**config.mk**
```make
export PLATFORM = sky130hd
export DESIGN_NAME = traffic_light_controller
export DESIGN_NICKNAME = d
export VERILOG_FILES = /design/src/rtl/traffic_pkg.sv /design/src/rtl/request_latch.sv /design/src/rtl/traffic_light_controller.sv
export SDC_FILE = /design/constraint.sdc
export NUM_CORES = 1
export LEC_CHECK = 0
export ABC_AREA = 1
export CAP_MARGIN = 20
export CELL_PAD_IN_SITES_DETAIL_PLACEMENT = 0
export CELL_PAD_IN_SITES_GLOBAL_PLACEMENT = 2
export CORE_MARGIN = 2
export CORE_UTILIZATION = 27
export CTS_BUF_LIST = sky130_fd_sc_hd__clkbuf_4 sky130_fd_sc_hd__clkbuf_8
export CTS_CLUSTER_SIZE = 20
export DETAILED_ROUTE_END_ITERATION = 10
export GPL_TIMING_DRIVEN = 0
export PLACE_DENSITY_LB_ADDON = 0.1
export SYNTH_ARGS = -nofsm -noshare
export SYNTH_HDL_FRONTEND = slang
export SYNTH_SLANG_ARGS = --single-unit
```
**constraint.sdc**
```tcl
create_clock -name clock -period 1.6 [get_ports clock]
set_input_delay 0.32 -clock clock [delete_from_list [all_inputs] [get_ports clock]]
set_output_delay 0.32 -clock clock [all_outputs]
set_load 0.005 [all_outputs]
```
**src/rtl/traffic_pkg.sv**
```systemverilog
`default_nettype none
// ============================================================================
// Module      : traffic_pkg
// Description : Shared definitions for the intersection sequencer: timer count
//               width, phase encodings (3-bit binary), lamp encodings and a
//               helper that maps a phase to its {main, side} lamp pair.
// Revision    : 1.0  initial release
// ============================================================================
package traffic_pkg;

    localparam int COUNT_W = 2;
    localparam int STATE_W = 3;

    // Phase encodings; values 6 and 7 are illegal and force recovery.
    localparam logic [STATE_W-1:0] c_MAIN_GREEN  = 3'd0;
    localparam logic [STATE_W-1:0] c_MAIN_YELLOW = 3'd1;
    localparam logic [STATE_W-1:0] c_RED_TO_SIDE = 3'd2;
    localparam logic [STATE_W-1:0] c_SIDE_GREEN  = 3'd3;
    localparam logic [STATE_W-1:0] c_SIDE_YELLOW = 3'd4;
    localparam logic [STATE_W-1:0] c_RED_TO_MAIN = 3'd5;

    // Lamp encodings, {red, yellow, green}.
    localparam logic [2:0] LAMP_RED = 3'b100;
    localparam logic [2:0] LAMP_YEL = 3'b010;
    localparam logic [2:0] LAMP_GRN = 3'b001;

    // Returns {main_light, side_light} for a phase. Anything that is not a
    // green or yellow phase shows red on both streets, so an illegal code
    // can never light a green.
    function automatic logic [5:0] lamps_for(input logic [STATE_W-1:0] state);
        logic [5:0] lamps;
        case (state)
            c_MAIN_GREEN:  lamps = {LAMP_GRN, LAMP_RED};
            c_MAIN_YELLOW: lamps = {LAMP_YEL, LAMP_RED};
            c_SIDE_GREEN:  lamps = {LAMP_RED, LAMP_GRN};
            c_SIDE_YELLOW: lamps = {LAMP_RED, LAMP_YEL};
            default:       lamps = {LAMP_RED, LAMP_RED};
        endcase
        return lamps;
    endfunction

endpackage
`default_nettype wire

```
**src/rtl/request_latch.sv**
```systemverilog
`default_nettype none
// ============================================================================
// Module      : request_latch
// Description : Sticky service-request flag. Set by a level input, cleared
//               by a one-cycle clear strobe; clear has priority over set.
// Ports       : clock    in  1  system clock, rising edge
//               reset_n  in  1  asynchronous active-low reset (flag -> 0)
//               i_set    in  1  request set
//               i_clear  in  1  request clear (wins over i_set)
//               o_req    out 1  registered request flag
// Revision    : 1.0  initial release
// ============================================================================
module request_latch (
    input  logic clock,
    input  logic reset_n,
    input  logic i_set,
    input  logic i_clear,
    output logic o_req
);

    logic r_req;

    always_ff @(posedge clock or negedge reset_n) begin
        if (!reset_n) begin
            r_req <= 1'b0;
        end else if (i_clear) begin
            r_req <= 1'b0;
        end else if (i_set) begin
            r_req <= 1'b1;
        end
    end

    assign o_req = r_req;

endmodule
`default_nettype wire

```
**src/rtl/traffic_light_controller.sv**
```systemverilog
`default_nettype none
// ============================================================================
// Module      : traffic_light_controller
// Description : Intersection sequencer. Walks the six-phase cycle
//               MAIN_GREEN -> MAIN_YELLOW -> RED_TO_SIDE -> SIDE_GREEN ->
//               SIDE_YELLOW -> RED_TO_MAIN, timing each phase from the
//               external phase timer's saturating count and restarting that
//               timer on every phase change.
// Ports       : clock          in   1  system clock, rising edge
//               sys_reset_n    in   1  asynchronous active-low reset
//               count          in   2  timer dwell count (saturates at 3)
//               side_sensor    in   1  side-street vehicle present
//               ped_button     in   1  pedestrian request  (PED_WALK_EN only)
//               ped_walk       out  1  walk lamp           (PED_WALK_EN only)
//               timer_restart  out  1  registered timer restart strobe
//               main_light     out  3  {red,yellow,green} one-hot
//               side_light     out  3  {red,yellow,green} one-hot
// Macro       : PED_WALK_EN  adds the pedestrian request/walk feature
// Revision    : 1.0  initial release
// ============================================================================
module traffic_light_controller
    import traffic_pkg::*;
#(
    parameter logic [COUNT_W-1:0] MAIN_GREEN_MIN = 2'd3,
    parameter logic [COUNT_W-1:0] SIDE_GREEN_T   = 2'd2,
    parameter logic [COUNT_W-1:0] YELLOW_T       = 2'd1,
    parameter logic [COUNT_W-1:0] ALL_RED_T      = 2'd0
) (
    input  logic               clock,
    input  logic               sys_reset_n,
    input  logic [COUNT_W-1:0] count,
    input  logic               side_sensor,
`ifdef PED_WALK_EN
    input  logic               ped_button,
    output logic               ped_walk,
`endif
    output logic               timer_restart,
    output logic [2:0]         main_light,
    output logic [2:0]         side_light
);

    logic [STATE_W-1:0] r_state;
    logic               r_timer_restart;
    logic [2:0]         r_main_light;
    logic [2:0]         r_side_light;

    logic [STATE_W-1:0] w_next_state;
    logic [COUNT_W-1:0] w_threshold;
    logic               w_expired;
    logic               w_phase_change;
    logic               w_enter_side;
    logic               w_set_allowed;
    logic               w_side_req;
    logic               w_service_req;

    // Dwell threshold of the current phase.
    always_comb begin
        w_threshold = ALL_RED_T;
        case (r_state)
            c_MAIN_GREEN:  w_threshold = MAIN_GREEN_MIN;
            c_MAIN_YELLOW: w_threshold = YELLOW_T;
            c_SIDE_GREEN:  w_threshold = SIDE_GREEN_T;
            c_SIDE_YELLOW: w_threshold = YELLOW_T;
            default:       w_threshold = ALL_RED_T;
        endcase
    end

    // While the restart strobe is high the timer has not yet been cleared,
    // so the count still belongs to the previous phase and must be ignored.
    assign w_expired = !r_timer_restart && (count >= w_threshold);

    always_comb begin
        w_next_state = r_state;
        case (r_state)
            c_MAIN_GREEN:  if (w_expired && w_service_req) w_next_state = c_MAIN_YELLOW;
            c_MAIN_YELLOW: if (w_expired) w_next_state = c_RED_TO_SIDE;
            c_RED_TO_SIDE: if (w_expired) w_next_state = c_SIDE_GREEN;
            c_SIDE_GREEN:  if (w_expired) w_next_state = c_SIDE_YELLOW;
            c_SIDE_YELLOW: if (w_expired) w_next_state = c_RED_TO_MAIN;
            c_RED_TO_MAIN: if (w_expired) w_next_state = c_MAIN_GREEN;
            default:       w_next_state = c_RED_TO_MAIN;
        endcase
    end

    // An illegal code always differs from RED_TO_MAIN, so recovery also
    // raises the restart strobe through this compare.
    assign w_phase_change = (w_next_state != r_state);
    assign w_enter_side   = (r_state != c_SIDE_GREEN) && (w_next_state == c_SIDE_GREEN);
    assign w_set_allowed  = (r_state != c_SIDE_GREEN);

    request_latch u_side_req (
        .clock   (clock),
        .reset_n (sys_reset_n),
        .i_set   (side_sensor && w_set_allowed),
        .i_clear (w_enter_side),
        .o_req   (w_side_req)
    );

`ifdef PED_WALK_EN
    logic w_ped_req;
    logic r_ped_walk;

    request_latch u_ped_req (
        .clock   (clock),
        .reset_n (sys_reset_n),
        .i_set   (ped_button && w_set_allowed),
        .i_clear (w_enter_side),
        .o_req   (w_ped_req)
    );

    assign w_service_req = w_side_req || w_ped_req;

    // Walk is decided once, at SIDE_GREEN entry, from the request as it
    // stood before the entry clear, and held for the whole green.
    always_ff @(posedge clock or negedge sys_reset_n) begin
        if (!sys_reset_n) begin
            r_ped_walk <= 1'b0;
        end else if (w_enter_side) begin
            r_ped_walk <= w_ped_req;
        end else if (w_next_state != c_SIDE_GREEN) begin
            r_ped_walk <= 1'b0;
        end
    end

    assign ped_walk = r_ped_walk;
`else
    assign w_service_req = w_side_req;
`endif

    // State and lamps update on the same edge; lamps come from the next
    // state so they never lag the phase.
    always_ff @(posedge clock or negedge sys_reset_n) begin
        if (!sys_reset_n) begin
            r_state         <= c_MAIN_GREEN;
            r_timer_restart <= 1'b1;
            r_main_light    <= LAMP_GRN;
            r_side_light    <= LAMP_RED;
        end else begin
            r_state                       <= w_next_state;
            r_timer_restart               <= w_phase_change;
            {r_main_light, r_side_light}  <= lamps_for(w_next_state);
        end
    end

    assign timer_restart = r_timer_restart;
    assign main_light    = r_main_light;
    assign side_light    = r_side_light;

endmodule
`default_nettype wire

```
Word level (Yosys, flattened, before mapping)
Cells that the tools add are included.
{"block": "op_classes", "n_eq_ne": 10, "n_reduce_logical": 9, "n_mux": 11, "n_lt_le_gt_ge": 1}
{"op": "6-bit case mux with 4 select lines", "n": 1}
{"op": "3-bit 2-to-1 mux", "n": 6}
{"op": "3-bit case mux with 6 select lines", "n": 1}
{"op": "3-bit by 2-bit == test with 1-bit output (second input constant)", "n": 3}
{"op": "3-bit == test (second input constant)", "n": 3}
{"op": "3-bit by 1-bit == test with 1-bit output (second input constant)", "n": 2}
{"op": "3-bit zero test", "n": 2}
{"op": "2-bit case mux with 3 select lines", "n": 1}
{"op": "1-bit logical AND", "n": 4}
{"op": "3-bit by 2-bit != test with 1-bit output (second input constant)", "n": 1}
{"op": "3-bit != test", "n": 1}
{"op": "2-bit >= comparator", "n": 1}
{"op": "1-bit 2-to-1 mux", "n": 2}
{"op": "2-bit nonzero test", "n": 1}
{"op": "2-bit OR reduction", "n": 1}
{"op": "1-bit zero test", "n": 1}
{"block": "totals", "out_inout_bits": 7, "wordCells": 36, "regBits": 11, "in_bits": 5}

Logic depth before layout (Yosys ltp)
{"block": "logic_depth", "ltp_word": 11, "ltp_mapped": 12, "depth_no_buf": 11}

By module
A second synthesis with hierarchy kept.
{"block": "unflattened", "hier_cells": 60, "hier_area_um2": 570.5}
{"module": "traffic_light_controller", "cells_per_inst": 57, "instances": 1, "seq_area_each_um2": 254.0, "area_each_um2": 538.0}
{"module": "request_latch", "cells_per_inst": 3, "instances": 1, "seq_area_each_um2": 25.0, "area_each_um2": 32.5}

Worst setup path after synthesis
OpenSTA, ideal clock, no wires.
{"block": "synth_timing", "path_type": "flip-flop to flip-flop", "startpoint": "reg r_state[0]", "endpoint": "reg r_side_light[2], in the netlist side_light[2]", "setup_slack_ns": 0.000, "setup_time_ns": 0.069, "path_stages_with_launch": 13, "period_less_slack_ns": 1.600, "t_arrival_ns": 1.531, "n_path_buf": 1, "required_time_ns": 1.531, "path_cell_list": "dfrtp_1 buf_6 nand2_1 nor2_1 a21oi_1 ha_1 nand2_1 nand3_2 nand3_2 nand2_1 nand2_2 nand2_1 o21ai_2"}
{"block": "synth_via", "elab_chain_len": 10, "elab_cells_between_ends": 23, "classes_between": "order compare (1); eq/ne (8); mux (9); reduce/logical (5)"}
{"item": "from (decl)", "line": "traffic_light_controller.sv:42", "text": "logic [STATE_W-1:0] r_state;"}
{"item": "from (signal assigned)", "line": "traffic_light_controller.sv:134", "text": "r_state <= c_MAIN_GREEN;"}
{"item": "from (signal assigned)", "line": "traffic_light_controller.sv:139", "text": "r_state <= w_next_state;"}
{"item": "3-bit == test / 3-bit by 1-bit == test with 1-bit output (equally long branches)", "line": "traffic_light_controller.sv:59, traffic_light_controller.sv:74"}
{"item": "2-bit OR reduction (no line)"}
{"item": "2-bit case mux with 3 select lines", "line": "traffic_light_controller.sv:59", "text": "case (r_state)"}
{"item": "2-bit >= comparator", "line": "traffic_light_controller.sv:70", "text": "assign w_expired = !r_timer_restart && (count >= w_threshold);"}
{"item": "1-bit logical AND", "line": "traffic_light_controller.sv:70"}
{"item": "1-bit logical AND", "line": "traffic_light_controller.sv:75", "text": "c_MAIN_GREEN: if (w_expired && w_service_req) w_next_state = c_MAIN_YELLOW;"}
{"item": "3-bit 2-to-1 mux", "line": "traffic_light_controller.sv:75"}
{"item": "3-bit case mux with 6 select lines *", "line": "traffic_light_controller.sv:74", "text": "case (r_state)"}
{"item": "named net w_next_state[2]", "line": "traffic_light_controller.sv:47", "text": "logic [STATE_W-1:0] w_next_state;"}
{"item": "3-bit == test (tied with other cells)", "line": "traffic_pkg.sv:32", "text": "case (state)"}
{"item": "6-bit case mux with 4 select lines *", "line": "traffic_pkg.sv:32"}
{"item": "to (signal assigned)", "line": "traffic_light_controller.sv:141", "text": "{r_main_light, r_side_light} <= lamps_for(w_next_state);"}
{"item": "to (decl)", "line": "traffic_light_controller.sv:45", "text": "logic [2:0] r_side_light;"}
The timed path passes the listed nets; every way through them passes the cells marked *.
A chain may end at the register's enable or synchronous reset.

Worst setup path after layout
{"block": "layout_timing", "startpoint": "reg r_state[1]", "endpoint": "reg r_state[1]"}
{"block": "layout_via", "elab_chain_len": 8, "elab_cells_between_ends": 18, "classes_between": "order compare (1); eq/ne (5); mux (8); reduce/logical (4)"}
{"item": "3-bit == test / 3-bit by 1-bit == test with 1-bit output (equally long branches)", "line": "traffic_light_controller.sv:59, traffic_light_controller.sv:74"}
{"item": "2-bit OR reduction (no line)"}
{"item": "2-bit case mux with 3 select lines", "line": "traffic_light_controller.sv:59"}
{"item": "2-bit >= comparator", "line": "traffic_light_controller.sv:70"}
{"item": "1-bit logical AND", "line": "traffic_light_controller.sv:70"}
{"item": "1-bit logical AND", "line": "traffic_light_controller.sv:75"}
{"item": "3-bit 2-to-1 mux", "line": "traffic_light_controller.sv:75"}
{"item": "3-bit case mux with 6 select lines *", "line": "traffic_light_controller.sv:74"}
{"item": "named net w_next_state[1]", "line": "traffic_light_controller.sv:47"}
Marks and branches as above.

==> metrics.md <==
| Metric | Value |
|---|---|
| Mean post-synth cell area | `9.00 um2` |
| Post-CTS Hold Fix Bufs | `0` |
| Worst r2r path cells | `9` |
| Final hold vios | `0` |
| Vias in the first global route | `500` |
| Remaining DRCs | `0` |
| Worst reg2reg path startpoint | `r_state[1]` |
| Routability congestion estimate | `0.673` |
| Share of cells above drive strength 1 | `0.584` |
| Startpoint types | `register` |
| CTS Sinks | `11` |
| Post-place setup slack | `-0.203 ns` |
| Unrepaired setup endpoints after global routing | `yes` |
| Crit path required time | `1.76 ns` |
| Worst Setup End Kind | `register` |
| # setup viols final | `8` |
| Flip-flop and latch count after synthesis | `11` |
| Async set-or-reset flop fraction in the synthesized netlist | `1.00` |
| Sequential fraction of the synthesis area | `0.500` |
| Number of distinct library cells after synthesis | `18` |
| Die H | `49.5 um` |
| Max-slew violation count | `0` |
| Htree depth | `1` |
| TritonCTS clock tree | `yes` |
| Cell area after synthesis | `558 um2` |
| Boundary Pins | `12` |
| Power Dens Cells | `2270 nW/um2` |
| Die area | `2450 um2` |
| Avg WL per Cell | `11.6 um` |
| Largest stage delay on the critical path | `0.47 ns` |
| Starting Density | `0.284` |
| Synth Area in Simple Gates | `0.283` |
| Inst Count DP | `100` |
| Leak | `0.000460 uW` |
| Largest net degree at the start of global routing | `12` |
| Failing checks | `negative setup slack` |
| Synth Net Count | `69` |
| Post-Layout Cell Count | `116` |
| Cells along the critical path | `nor2_4, a21oi_2, ha_4, nand2_4, nand3_4, nand4_1, buf_4, inv_2, nor2_1` |
| Routed via count | `507` |
| Port bufs | `11` |
| Post-synthesis compound-gate area fraction | `0.0852` |
| Max stage delay cell, worst path | `dfrtp_2` |
| CP max FO | `4` |
| First-pass GRT wire length | `2.11 mm` |
| Total Wirelength | `1.35 mm` |
| Root Driver | `clkbuf_4` |
| Post-Synth XOR/XNOR Area | `0` |
| Worst Tran Pin Value | `0.472 ns` |
| GRT Overall Usage | `0.114` |
| Die Wd | `49.5 um` |
| FF-to-FF End | `r_state[1]` |
| Status | `finished, violations left` |
| CTS max path bufs | `2` |
| Congestion Overflow GR | `0` |
| ANT cells | `0` |
| HP Class | `in -> async` |
| GR Util met3 | `0.0485` |
| Setup TNS | `-0.546 ns` |
| Peak VDD IR | `0.000957 V` |
| Yosys warns | `0` |
| Yosys top cell area share | `0.359` |
| GR Util met2 | `0.200` |
| Fin crit period | `1.74 ns` |
| Core area | `1960 um2` |
| Fin util | `0.482` |
| Area contributors post-synth | `dfrtp_1 36%, dfstp_2 14%, nand2_1 7.4%, nand3_2 7.2%, inv_1 5.4%` |
| Antenna violations before repair | `0` |
| Main combinational cell family by area after synthesis | `simple AND/OR/NAND/NOR gates` |
| Maxcap violations | `0` |
| Clk_lat worst skew | `0.26 ns` |
| Slew HR | `0.684` |
| Mux contribution to synthesized area | `0` |
| Final setup skew | `0.00746 ns` |
| Max Freq | `0.574 GHz` |
| Cells after Synth | `62` |
| Clock slew at reported path FFs | `0.07 ns` |
| Setup CP Type | `reg -> reg` |
| Cts bufs inserted | `3` |
| Most frequent cells after synthesis | `11 x nand2_1, 8 x dfrtp_1, 8 x inv_1` |
| First DRT Iteration DRCs | `2` |
| Antenna viol nets, final | `0` |
| Post-Synth Adder-Cell Area | `0.0448` |
| Filler instances | `203` |
| HPWL Detailed | `812 um` |
| DR vias/cell | `4.37` |
| Arr. time, crit path | `1.90 ns` |
| Number of flops mapped to enable cells by yosys | `0` |
| Met1 Resource Use GR | `0.128` |
| Design Power | `2140 uW` |
| R2R Setup Slk | `-0.14 ns` |
| Most common cell in the synthesized netlist | `nand2_1` |
| Area Growth Syn to Fin | `69.3%` |
| PnR worst setup slack | `-0.141 ns` |
| Top_reg_cell synth | `dfrtp_1` |
| Tcrit/Tclk final | `1.09` |
| Router iterations before antenna repair | `2` |
| GR peak layer | `met2` |
| Nets | `97` |
| Post-synth top area cell | `dfrtp_1` |
| Std-Cell Rows | `16` |
## state kept, by name, summed over array words and instances, names as in the netlist
register,cells
main_light,3
r_state,3
side_light,3
timer_restart,1
u_side_req.o_req,1
## routing by layer
metal	vias to the layer above	routed length, um
li1	256	-
met1	241	593
met2	10	682
met3	0	70
met4	0	0
met5	-	0
## how the worst max path moves through the flow
stage,from,to,cells past startpoint
6_report,r_state[1],r_state[1],9
5_1_grt,r_state[0],r_state[1],11
4_1_cts,r_state[0],side_light[2],11
3_5_place_dp,count[0],side_light[2],10
3_3_place_gp,r_state[1],side_light[2],10
2_1_floorplan,r_state[0],side_light[2],12
## cells in the final DEF (no fill, tap or decap), types with 3 or more instances in the layout
cell	n
clkdlybuf4s50_1	8
dfstp_2	3
nand2_4	4
dfrtp_1	6
inv_1	6
buf_4	10
clkbuf_4	4
nor2_1	3
a21oi_2	4
nand3_1	4
buf_6	3
nand2_2	9
nand3_4	3
inv_2	4
## power breakdown
part | switching, uW | internal, uW
registers | 80.1 | 432
logic | 755 | 677
clock network | 85.5 | 113
total | 920 | 1220
## critical path, delay by kind of cell (launching register included)
family | cells | cell delay (ns)
and+or+nand+nor | 5 | 0.56
DFF | 1 | 0.47
adders and majority gates | 1 | 0.28
buffers and inverters | 2 | 0.25
AOI/OAI and AO/OA | 1 | 0.08
## timing repair
action,4_1_cts,5_1_grt
pin swaps,12,13
buffers inserted,8,4
resized for setup,16,19
setup endpoints to repair,11,12
## logic make-up (layout without fill, tap and decap cells)
family	Yosys count	count (layout)
DFF	11	11
AOI/OAI and AO/OA	8	8
buffers and inverters	11	38
and+or+nand+nor	30	30
adders and majority gates	2	2
## through the flow
| stage | instance area [um2] | hold WS, ns |
|---|---|---|
| floorplan | 558 | 0.0244 |
| global placement | 702 | 0.527 |
| detailed placement | 702 | 0.543 |
| CTS | 838 | 0.389 |
| global route | 945 | 0.399 |
| finish | 945 | 0.374 |
## cell type report
class                           instances  area, um2  share of cell area
Multi-Input combinational cell         40        339               0.359
Sequential cell                        11        282               0.298
Tap cell                               27       33.8              0.0358
Buffer                                  1       11.3              0.0119
Inverter                               10       37.5              0.0397
Clock buffer                            4       30.0              0.0318
Timing Repair Buffer                   23        211               0.224
Power figures use the tool's default switching activity.
